[config.mk]
export PLATFORM = sky130hd
export DESIGN_NAME = matrix_load_sequencer
export DESIGN_NICKNAME = d
export VERILOG_FILES = /design/src/rtl/matrix_load_pkg.sv /design/src/rtl/matrix_index_counter.sv /design/src/rtl/matrix_load_sequencer.sv
export SDC_FILE = /design/constraint.sdc
export NUM_CORES = 1
export LEC_CHECK = 0
export CELL_PAD_IN_SITES_DETAIL_PLACEMENT = 1
export CELL_PAD_IN_SITES_GLOBAL_PLACEMENT = 2
export CORE_MARGIN = 4
export CORE_UTILIZATION = 29
export CTS_CLUSTER_DIAMETER = 150
export DETAILED_ROUTE_END_ITERATION = 10
export PLACE_DENSITY_LB_ADDON = 0.1
export SLEW_MARGIN = 20
export SYNTH_ARGS = -nofsm -noshare
export SYNTH_HDL_FRONTEND = slang
export SYNTH_HIERARCHICAL = 1
export SYNTH_SLANG_ARGS = --single-unit
[constraint.sdc]
create_clock -name clk -period 8.8 [get_ports clk]
set_clock_uncertainty 0.1 [all_clocks]
set_input_delay 1.32 -clock clk [delete_from_list [all_inputs] [get_ports clk]]
set_output_delay 1.32 -clock clk [all_outputs]
set_load 0.005 [all_outputs]
[src/rtl/matrix_load_pkg.sv]
// Shared types and helpers for the matrix load sequencer and its index counter.
package matrix_load_pkg;

  localparam int INDEX_W = 32;

  typedef enum logic [1:0] {
    IDLE = 2'd0,
    LOAD = 2'd1,
    DONE = 2'd2
  } mls_state_t;

  // A session must load at least one layer and no more than the storage holds.
  function automatic logic layers_legal(input logic [INDEX_W-1:0] n,
                                        input int                 max_layers);
    logic [INDEX_W-1:0] max_v;
    max_v = max_layers[INDEX_W-1:0];
    return (n != '0) && (n <= max_v);
  endfunction

endpackage

[src/rtl/matrix_index_counter.sv]
// (layer, row) address counter: row runs 0..SIZE-1, then wraps and bumps the layer.
module matrix_index_counter
  import matrix_load_pkg::*;
#(
  parameter int SIZE = 3
) (
  input  logic               clk,
  input  logic               reset,
  input  logic               clear,
  input  logic               step,
  output logic [INDEX_W-1:0] layer,
  output logic [INDEX_W-1:0] row,
  output logic               last_row
);

  localparam logic [INDEX_W-1:0] ROW_MAX = INDEX_W'(SIZE - 1);
  localparam logic [INDEX_W-1:0] ONE     = INDEX_W'(1);

  assign last_row = (row == ROW_MAX);

  always_ff @(posedge clk or posedge reset) begin
    if (reset) begin
      layer <= '0;
      row   <= '0;
    end else if (clear) begin
      layer <= '0;
      row   <= '0;
    end else if (step) begin
      if (last_row) begin
        row   <= '0;
        layer <= layer + ONE;
      end else begin
        row <= row + ONE;
      end
    end
  end

endmodule

[src/rtl/matrix_load_sequencer.sv]
// Load-session sequencer: accepts rows on a valid/ready stream and issues one
// registered storage write per accepted row at (layer, row) addresses.
module matrix_load_sequencer
  import matrix_load_pkg::*;
#(
  parameter int SIZE   = 3,
  parameter int LAYERS = 4,
  parameter int DATA_W = 96
) (
  input  logic               clk,
  input  logic               reset,
  input  logic               start,
  input  logic [INDEX_W-1:0] num_layers,
  input  logic               abort,
  input  logic               in_valid,
  output logic               in_ready,
  input  logic [DATA_W-1:0]  in_data,
  output logic               wr_en,
  output logic [INDEX_W-1:0] wr_layer,
  output logic [INDEX_W-1:0] wr_row,
  output logic [DATA_W-1:0]  wr_data,
  output logic               busy,
  output logic               done,
  output logic               error,
  output mls_state_t         state
);

  localparam logic [INDEX_W-1:0] ONE = INDEX_W'(1);

  mls_state_t         state_next;
  logic [INDEX_W-1:0] layers_q;
  logic [INDEX_W-1:0] cnt_layer;
  logic [INDEX_W-1:0] cnt_row;
  logic               cnt_last_row;
  logic               start_legal;
  logic               start_ok;
  logic               hs;
  logic               final_row;

  // Stream handshake: a row transfers on any edge where in_valid and in_ready
  // are both high; in_ready depends only on state, never on in_valid.
  assign in_ready = (state == LOAD);
  assign busy     = (state != IDLE);
  assign done     = (state == DONE);
  assign hs       = in_valid & in_ready;

  assign start_legal = layers_legal(num_layers, LAYERS);
  assign start_ok    = (state == IDLE) & start & start_legal;
  assign final_row   = cnt_last_row & (cnt_layer == (layers_q - ONE));

  matrix_index_counter #(
    .SIZE(SIZE)
  ) u_index (
    .clk     (clk),
    .reset   (reset),
    .clear   (start_ok),
    .step    (hs),
    .layer   (cnt_layer),
    .row     (cnt_row),
    .last_row(cnt_last_row)
  );

  always_comb begin
    state_next = state;
    case (state)
      IDLE: if (start_ok) state_next = LOAD;
      // Abort takes priority over a same-cycle final handshake.
      LOAD: begin
        if (abort)                state_next = IDLE;
        else if (hs && final_row) state_next = DONE;
      end
      DONE:    state_next = IDLE;
      default: state_next = IDLE;
    endcase
  end

  always_ff @(posedge clk or posedge reset) begin
    if (reset) begin
      state    <= IDLE;
      layers_q <= '0;
      error    <= 1'b0;
    end else begin
      state <= state_next;
      if (state == IDLE && start) begin
        error <= ~start_legal;
        if (start_legal) layers_q <= num_layers;
      end
    end
  end

  // Address/data hold their last values between writes; only wr_en pulses.
  always_ff @(posedge clk or posedge reset) begin
    if (reset) begin
      wr_en    <= 1'b0;
      wr_layer <= '0;
      wr_row   <= '0;
      wr_data  <= '0;
    end else begin
      wr_en <= hs;
      if (hs) begin
        wr_layer <= cnt_layer;
        wr_row   <= cnt_row;
        wr_data  <= in_data;
      end
    end
  end

endmodule
# Word level (Yosys, flattened, before mapping)
# Index checks and enable logic that the tools add are counted.
[word_totals] register_bits=260 in_bits=133 output_inout_bits=167 word_cells=45
[op_classes] add_sub_neg=3 order_cmp=1 eq_ne=6 n_mux=10 bitwise_logic=5 n_reduce_logical=11
[ops] operator="two-way mux 32 bit" n=6
[ops] operator="adder 32 x 1 -> 32 bit, second input constant" n=2
[ops] operator="equality test 32 x 2 -> 1 bit, second input constant" n=1
[ops] operator="equality test 32 bit" n=1
[ops] operator="less-or-equal comparator 32 x 3 -> 1 bit, second input constant" n=1
[ops] operator="nonzero test 32 bit" n=1
[ops] operator="subtractor 32 x 1 -> 32 bit, second input constant" n=1
[ops] operator="two-way mux 2 bit" n=3
[ops] operator="AND reduction 2 bit" n=3
[ops] operator="nonzero test 2 bit" n=3
[ops] operator="bitwise AND 1 bit" n=4
[ops] operator="one-hot mux 2 bit (2 select lines)" n=1
[ops] operator="logical AND 1 bit" n=3
[ops] operator="!= test 3 x 2 -> 1 bit, second input constant" n=1
[ops] operator="equality test 2 x 1 -> 1 bit, second input constant" n=1
[ops] operator="equality test 2 bit, second input constant" n=1
[ops] operator="zero test 2 bit" n=1
[ops] operator="!= test 2 bit, second input constant" n=1
[ops] operator="inverter 1 bit" n=1

# Depth between registers and ports, before layout
# Gate-level depths: netlist (run 1).
[depth] ltp_word=7 mapped_depth=12 mapped_depth_nobuf=10

# Cells and area by module
# Netlist (run 1), hierarchy kept.
[by_module_without_submodules] module="matrix_load_sequencer" instances=1 cells_each=982 area_per_inst_um2=8625.8
[by_module_without_submodules] module="matrix_index_counter" instances=1 cells_each=386 area_per_inst_um2=3564.7

# Least setup slack after synthesis (run 1)
# OpenSTA, ideal clock, no wires.
[synth_timing] path_kind="input -> register" startpoint="in num_layers[5]" endpoint="reg u_index.row[26]" setup_ns=0.132 arrival_time_ns=4.000 path_slack_ns=4.568 path_stages=10 n_path_buf=2 cell_sequence="nor4_1 > nand4_1 > nor3_1 > clkbuf_1 > clkbuf_1 > o21ai_1 > nor4_2 > nand4_1 > xor2_1 > nor2_1"
[synth_between] elab_chain_len=4 elab_cells_between_ends=6 classes_between="order compare: 1; mux: 1; bitwise: 1; reduce/logical: 3"
[synth_lines] item="start: declaration" line="matrix_load_sequencer.sv:13" text="input logic [INDEX_W-1:0] num_layers,"
[synth_lines] item="less-or-equal comparator 32 x 3 -> 1 bit or nonzero test 32 bit (tied branches)" line="matrix_load_pkg.sv:17" text="return (n != '0) && (n <= max_v);"
[synth_lines] item="logical AND 1 bit *" line="matrix_load_pkg.sv:17"
[synth_lines] item="bitwise AND 1 bit *" line="matrix_load_sequencer.sv:48" text="assign start_ok = (state == IDLE) & start & start_legal;"
[synth_lines] item="via start_ok" line="matrix_load_sequencer.sv:36" text="logic start_ok;"
[synth_lines] item="two-way mux 32 bit or nonzero test 2 bit (tied branches)"
[synth_lines] item="end signal: assignment" line="matrix_index_counter.sv:33" text="row <= row + ONE;"
[synth_lines] item="end: declaration" line="matrix_index_counter.sv:12" text="output logic [INDEX_W-1:0] row,"
# The timed path passes the listed nets; every way through them passes the cells marked *.
# A chain may end at the register's enable or synchronous reset.

# Final worst setup path (run 1)
[layout_timing] startpoint="in num_layers[26]" endpoint="reg u_index.row[26]"
[layout_between] elab_chain_len=4 elab_cells_between_ends=6 classes_between="order compare: 1; mux: 1; bitwise: 1; reduce/logical: 3"
[layout_lines] item="less-or-equal comparator 32 x 3 -> 1 bit or nonzero test 32 bit (tied branches)" line="matrix_load_pkg.sv:17"
[layout_lines] item="logical AND 1 bit *" line="matrix_load_pkg.sv:17"
[layout_lines] item="bitwise AND 1 bit *" line="matrix_load_sequencer.sv:48"
[layout_lines] item="two-way mux 32 bit or nonzero test 2 bit (tied branches)"
# Mark *: on every way between the ends. The rest lies on a longest branch, timed or not.

==> impl_metrics.ini, run 1 <==
[outcome]
status = finished, final reports clean

[hold_path]
hp-class = flop to flop
hold_end = wr_layer[21]$_DFFE_PP0P_
hold_start = wr_layer[21]$_DFFE_PP0P_
hold_depth = 2

[worst_setup_path]
critPathRequiredTime_ns = 9.14
reg2reg_depth = 8
cp-end-kind = flop
ff2ff_setup_slack_ns = 5.29
crit_type = input pin to flop
setup.worst_path.start_class = input pin
crit_fanout = 43
critPathLaunch = num_layers[26]
cp.arrival_ns = 4.59
r2r-start = layers_q[0]$_DFFE_PP0P_
r2r-end = state[1]$_DFFE_PP0P_

[yosys]
synth-xor-area-share = 0.0517
synth_top_cell_area_share = 0.534
synth-simple-area-share = 0.322
synth_top_family_by_area = simple AND/OR/NAND/NOR gates
ys.flop_type = dfrtp_1
yosys_warnings = 6
netlist_top_cells_area = dfrtp_1, nand2_1, xor2_1
synth-seq-area-share = 0.534
netlist_area_um2 = 12200
synth.area.mux_share = 0.00718
async_flop_share = 1.00
synth_edf_count = 0
ys_seq_elements = 260
syn_nets = 1505
synth_compound_area_frac = 0.0551
synth_cell_types = 68
synthAdderAreaFrac = 0.00411
synth_top_cell_by_area = dfrtp_1
synth_cells = 1368
avgSynthCellArea_um2 = 8.91

[clock_tree]
post_cts_resized = 0
clock_latency_ns = 0.58
postCtsSetupBuffers = 0
clk_pin_slew_ns = 0.06
tritoncts = built
cts_max_path_buffers = 3
cts.sinks = 260
clock-root-buffer = clkbuf_16
cts_hold_repair.buffers = 0
numCtsBuffers = 31
htreeDepth = 1

[global_routing]
grt_pass1_wl_mm = 66.4
grt_start_max_net_pins = 100
grt-ovfl-total = 0
grt_pass1_vias = 11356
grtUsageTotal = 0.181
antenna_found_initial = 0

[placed_design]
place.gp.congestion = 0.782
dpl.hpwl_mm = 29.6
placed_cell_area_um2 = 15700
place_ws_ns = 3.85
port_buffers = 299

[power_and_ir_drop]
total_power_uw = 2620
p_per_area_nw_per_um2 = 157
peakVddDrop_v = 0.000141
p_leak_uw = 0.00787

[timing]
tns_ns = 0
rsz0062_at_grt = no
min_period_ns = 4.25
max_clock_freq_ghz = 0.235
setup_viol = 0
finalHoldViolCount = 0
post-route-period-util = 0.483
fin_ws_ns = 4.55
hold_slack_ns = 0.373
worst_pin_slew_ns = 0.980
drv_slew = 0
slew-limit-headroom = 0.346

[detailed_routing]
wirelength_mm = 41.9
drc = 0
wl_per_cell_um = 19.0
postRouteAntennaNets = 0
detailroute.via_count = 10718
via_per_inst = 4.87
dr.pass1.iters = 5
drtIter0Drc = 543

[floorplan]
die-area_um2 = 45400
start_util = 0.296
rows = 74
die_h_um = 213
io_pins = 300
coreArea_um2 = 41200
die_x_um = 213

[layout]
nNetsFinal = 1779
area_delta_synth_final_pct = 37.2
layout-drive-gt1-share = 0.0594
n_antenna_cell = 0
stdcell_area_um2 = 16700

[flow_run]
cap_violations = 0
through the flow:
step           std cells  utilization
6_report            2199        0.406
4_1_cts             2199        0.406
5_1_grt             2199        0.406
3_3_place_gp        2141        0.380
3_5_place_dp        2141        0.380
2_1_floorplan       1368            -
Yosys cell counts (6+ instances only):
cell / n
nor4_1: 26
or3_1: 10
nand2_1: 517
o21ai_0: 15
nor2b_1: 39
nor4_2: 8
nor2_1: 70
buf_2: 6
xnor2_1: 35
and4_1: 10
nor3_1: 27
inv_1: 14
dfrtp_1: 260
or4_1: 25
buf_1: 7
xor2_1: 37
mux2_2: 6
a21oi_1: 28
o31ai_1: 17
nand4_1: 34
nand3_1: 26
clkbuf_1: 51
and3_1: 11
and2_1: 10
how the worst max path moves through the flow:
stage | endpoint | cells past startpoint
final | u_index/row[26]$_DFFE_PP0P_ | 10
after global routing | u_index/row[28]$_DFFE_PP0P_ | 11
after CTS | u_index/layer[25]$_DFFE_PP0P_ | 7
after global placement | u_index/layer[29]$_DFFE_PP0P_ | 7
after floorplan | error$_DFFE_PP0P_ | 1
after detailed placement | u_index/layer[25]$_DFFE_PP0P_ | 7
sequential cells by signal, indices dropped and copies added (netlist names):
register / flops
u_index/row: 32
state: 2
wr_row: 32
layers_q: 32
wr_en: 1
error: 1
u_index/layer: 32
wr_data: 96
wr_layer: 32
final cells by class:
class,instances,area [um2]
clock buffers,39,856
clock inverters,19,205
fillers,4717,24500
inverters,15,68.8
multi-input cells,1027,5370
flip-flops and latches,260,6510
well taps,532,666
repair buffers,307,3060
cell families (layout without fill, tap and decap cells):
kind of cell | after synthesis | after routing
mux | 8 | 8
fa+ha+maj | 4 | 4
simple gates | 844 | 844
xor+xnor | 72 | 72
buf+inv | 81 | 380
compound gates | 99 | 99
flops | 260 | 260
power breakdown:
part / internal [uW] / leakage, uW / switching (uW) / total, uW
registers: 1200 / 0.00360 / 0.0000136 / 1200
logic: 53.2 / 0.00373 / 34.7 / 87.9
clock network: 803 / 0.000534 / 534 / 1340
total: 2050 / 0.00787 / 569 / 2620
layer usage:
metal | wire length (um) | vias up | share of wire | GRT usage
met5 | 0 | - | 0 | 0
met1 | 18100 | 5378 | 0.43 | 0.242
met2 | 21500 | 155 | 0.51 | 0.315
met3 | 1490 | 52 | 0.035 | 0.0281
li1 | - | 5133 | - | -
met4 | 842 | 0 | 0.020 | 0.0375
worst max-delay path, cell delays in order:
cell and delay [ns]:
clkdlybuf4s50_1 0.40, nor4_1 0.38, nand4_1 0.20, nor3_2 0.20
buf_4 0.45, o21ai_1 0.30, nor4_2 0.86, nand4_1 0.21
xor2_1 0.20, nor2_1 0.05
placed cells by master, fill, tap and decap left out, types with 7 or more instances in the layout:
cell type / instances
nand2_1: 517
clkdlybuf4s50_1: 299
dfrtp_1: 260
nor2_1: 70
nor2b_1: 39
xor2_1: 37
xnor2_1: 35
nand4_1: 34
clkbuf_16: 31
a21oi_1: 28
nor4_1: 26
nand3_1: 26
nor3_1: 26
or4_1: 25
o31ai_1: 17
o21ai_0: 15
inv_1: 12
clkinv_2: 12
and3_1: 11
or3_1: 10
and2_1: 10
and4_1: 10
nor4_2: 8
buf_4: 7
Power figures use the tool's default switching activity.
==> inputs of run 2 (changes only) <==
==> constraint.sdc (replaced) <==
create_clock -name clk -period 4.1 [get_ports clk]
set_clock_uncertainty 0.1 [all_clocks]
set_input_delay 0.615 -clock clk [delete_from_list [all_inputs] [get_ports clk]]
set_output_delay 0.615 -clock clk [all_outputs]
set_load 0.005 [all_outputs]
==> impl_metrics.ini, run 2 (synthesis gave the netlist of run 1 again) <==
[layout]
largest_reg_flops = 96
most-common-layout-cells = nand2_1, clkdlybuf4s50_1, dfrtp_1, nor2_1, nor2b_1
layout-drive-gt1-share = 0.0643
nNetsFinal = 1795
layout_commonest_cell = nand2_1
n_antenna_cell = 0
area_delta_synth_final_pct = 38.9
fin_cells = 2212
top_register = wr_data
utilization = 0.411

[worst_setup_path]
cp_top_family = simple AND/OR/NAND/NOR gates
crit_type = flop to flop
crit_path_frequent_cell = nor4_1
crit_slowest_cell = nor4_1
slowest_delay_ns = 0.61
setup.worst_path.start_class = flop
crit_fanout = 7
cp.arrival_ns = 3.60
crit_chain = nor4_1 > nand3_1 > buf_4 > or4_1 > a2111oi_0 > nand4_1 > nor4_1 > nor2_1
critPathRequiredTime_ns = 4.40
cp-end-kind = flop
crit_buf_inv = 1

[outcome]
status = finished, final reports clean

[placed_design]
dpl.hpwl_mm = 29.6
port_buffers = 299
place.gp.congestion = 0.804
dp.cells = 2154

[power_and_ir_drop]
p_per_area_nw_per_um2 = 342
peakVddDrop_v = 0.000272
p_leak_uw = 0.00797
total_power_uw = 5790

[detailed_routing]
dr_wl_met3_mm = 1.34
dr.pass1.iters = 4
drtIter0Drc = 506
detailroute.via_count = 10702
postRouteAntennaNets = 0
routed-wl-met2_mm = 21.5
drc = 0
wirelength_mm = 41.8
wl_per_cell_um = 18.9
via_per_inst = 4.84
wl_met1_mm = 18.0
routed.top_layer = met4

[global_routing]
grt-ovfl-total = 0
grt_start_max_net_pins = 126
grt_pass1_wl_mm = 65.6
antenna_found_initial = 0
grtUsageTotal = 0.181
grt_pass1_vias = 11190

[hold_path]
hp-class = flop to flop

[timing]
min_period_ns = 3.30
setup_viol = 0
hold_slack_ns = 0.370
max_clock_freq_ghz = 0.303
rsz0062_at_grt = no
tns_ns = 0
post-route-period-util = 0.805
drv_slew = 0
slew-limit-headroom = 0.387
worst_pin_slew_ns = 0.913
finalHoldViolCount = 0

[clock_tree]
numCtsBuffers = 34
cts_max_path_buffers = 3
postCtsSetupBuffers = 0
cts_hold_repair.buffers = 0
post_cts_resized = 0
clock-root-buffer = clkbuf_16
clock_latency_ns = 0.53
clk_pin_slew_ns = 0.06
htreeDepth = 2
tritoncts = built
cts.sinks = 260

[floorplan]
coreArea_um2 = 41200
die_x_um = 213
io_pins = 300
die_h_um = 213
start_util = 0.296
die-area_um2 = 45400
rows = 74

[flow_run]
cap_violations = 0
==> run 2: cell types whose count changed in the layout (fill, tap and decap cells not counted) <==
cell | previous run | this run
bufinv_16 | 4 | 2
nand2b_2 | 1 | 0
clkinv_2 | 12 | 3
clkbuf_16 | 31 | 35
buf_4 | 7 | 17
buf_12 | 0 | 4
clkinv_4 | 1 | 0
clkbuf_1 | 3 | 6
inv_8 | 1 | 0
buf_6 | 1 | 0
clkbuf_8 | 5 | 11
nand2b_1 | 1 | 2
==> run 2: report_power, final <==
part	switching [uW]	internal (uW)	leakage, uW
clock	1150	1880	0.000562
sequential	0.0000290	2570	0.00360
combinational	74.9	117	0.00381
==> run 2: final timing paths <==
kind / from / to / slack [ns] / cells after the start
worst max-delay path: layers_q[9]$_DFFE_PP0P_ / state[0]$_DFFE_PP0P_ / 0.80 / 8
worst min-delay path: wr_data[95]$_DFFE_PP0P_ / wr_data[95]$_DFFE_PP0P_ / 0.37 / 2
worst max register to register: layers_q[9]$_DFFE_PP0P_ / state[0]$_DFFE_PP0P_ / 0.80 / 8
worst min register to register: wr_data[95]$_DFFE_PP0P_ / wr_data[95]$_DFFE_PP0P_ / 0.37 / 2
max in group asynchronous: reset / u_index/layer[19]$_DFFE_PP0P_ / 2.62 / 3
min in group asynchronous: reset / wr_row[7]$_DFFE_PP0P_ / 0.40 / 2
==> run 2: worst min-delay path, cell delays in order, from the launching register on <==
cell	delay [ns]
dfrtp_1	0.34
nand2_1	0.05
nand2_1	0.05
==> run 2: cell type report <==
| type | instances | area (um2) |
|---|---|---|
| clock buffer | 52 | 1050 |
| clock inverter | 6 | 83.8 |
| fill | 4721 | 24300 |
| inverter | 15 | 65.1 |
| multi-input combinational | 1027 | 5370 |
| sequential | 260 | 6510 |
| tap | 532 | 666 |
| timing repair buffer | 320 | 3200 |
==> run 2: through the flow <==
stage / worst slack, ns / instance area [um2]
3_5_place_dp: 0.474 / 15800
2_1_floorplan: 0.573 / 12200
6_report: 0.799 / 16900
3_3_place_gp: 0.495 / 15800
4_1_cts: 0.859 / 16900
5_1_grt: 0.640 / 16900
==> run 2: routing by layer <==
layer / vias up / global-route usage
met3: 47 / 0.0279
met2: 162 / 0.312
met1: 5342 / 0.237
met4: 0 / 0.0551
met5: - / 0
li1: 5151 / -
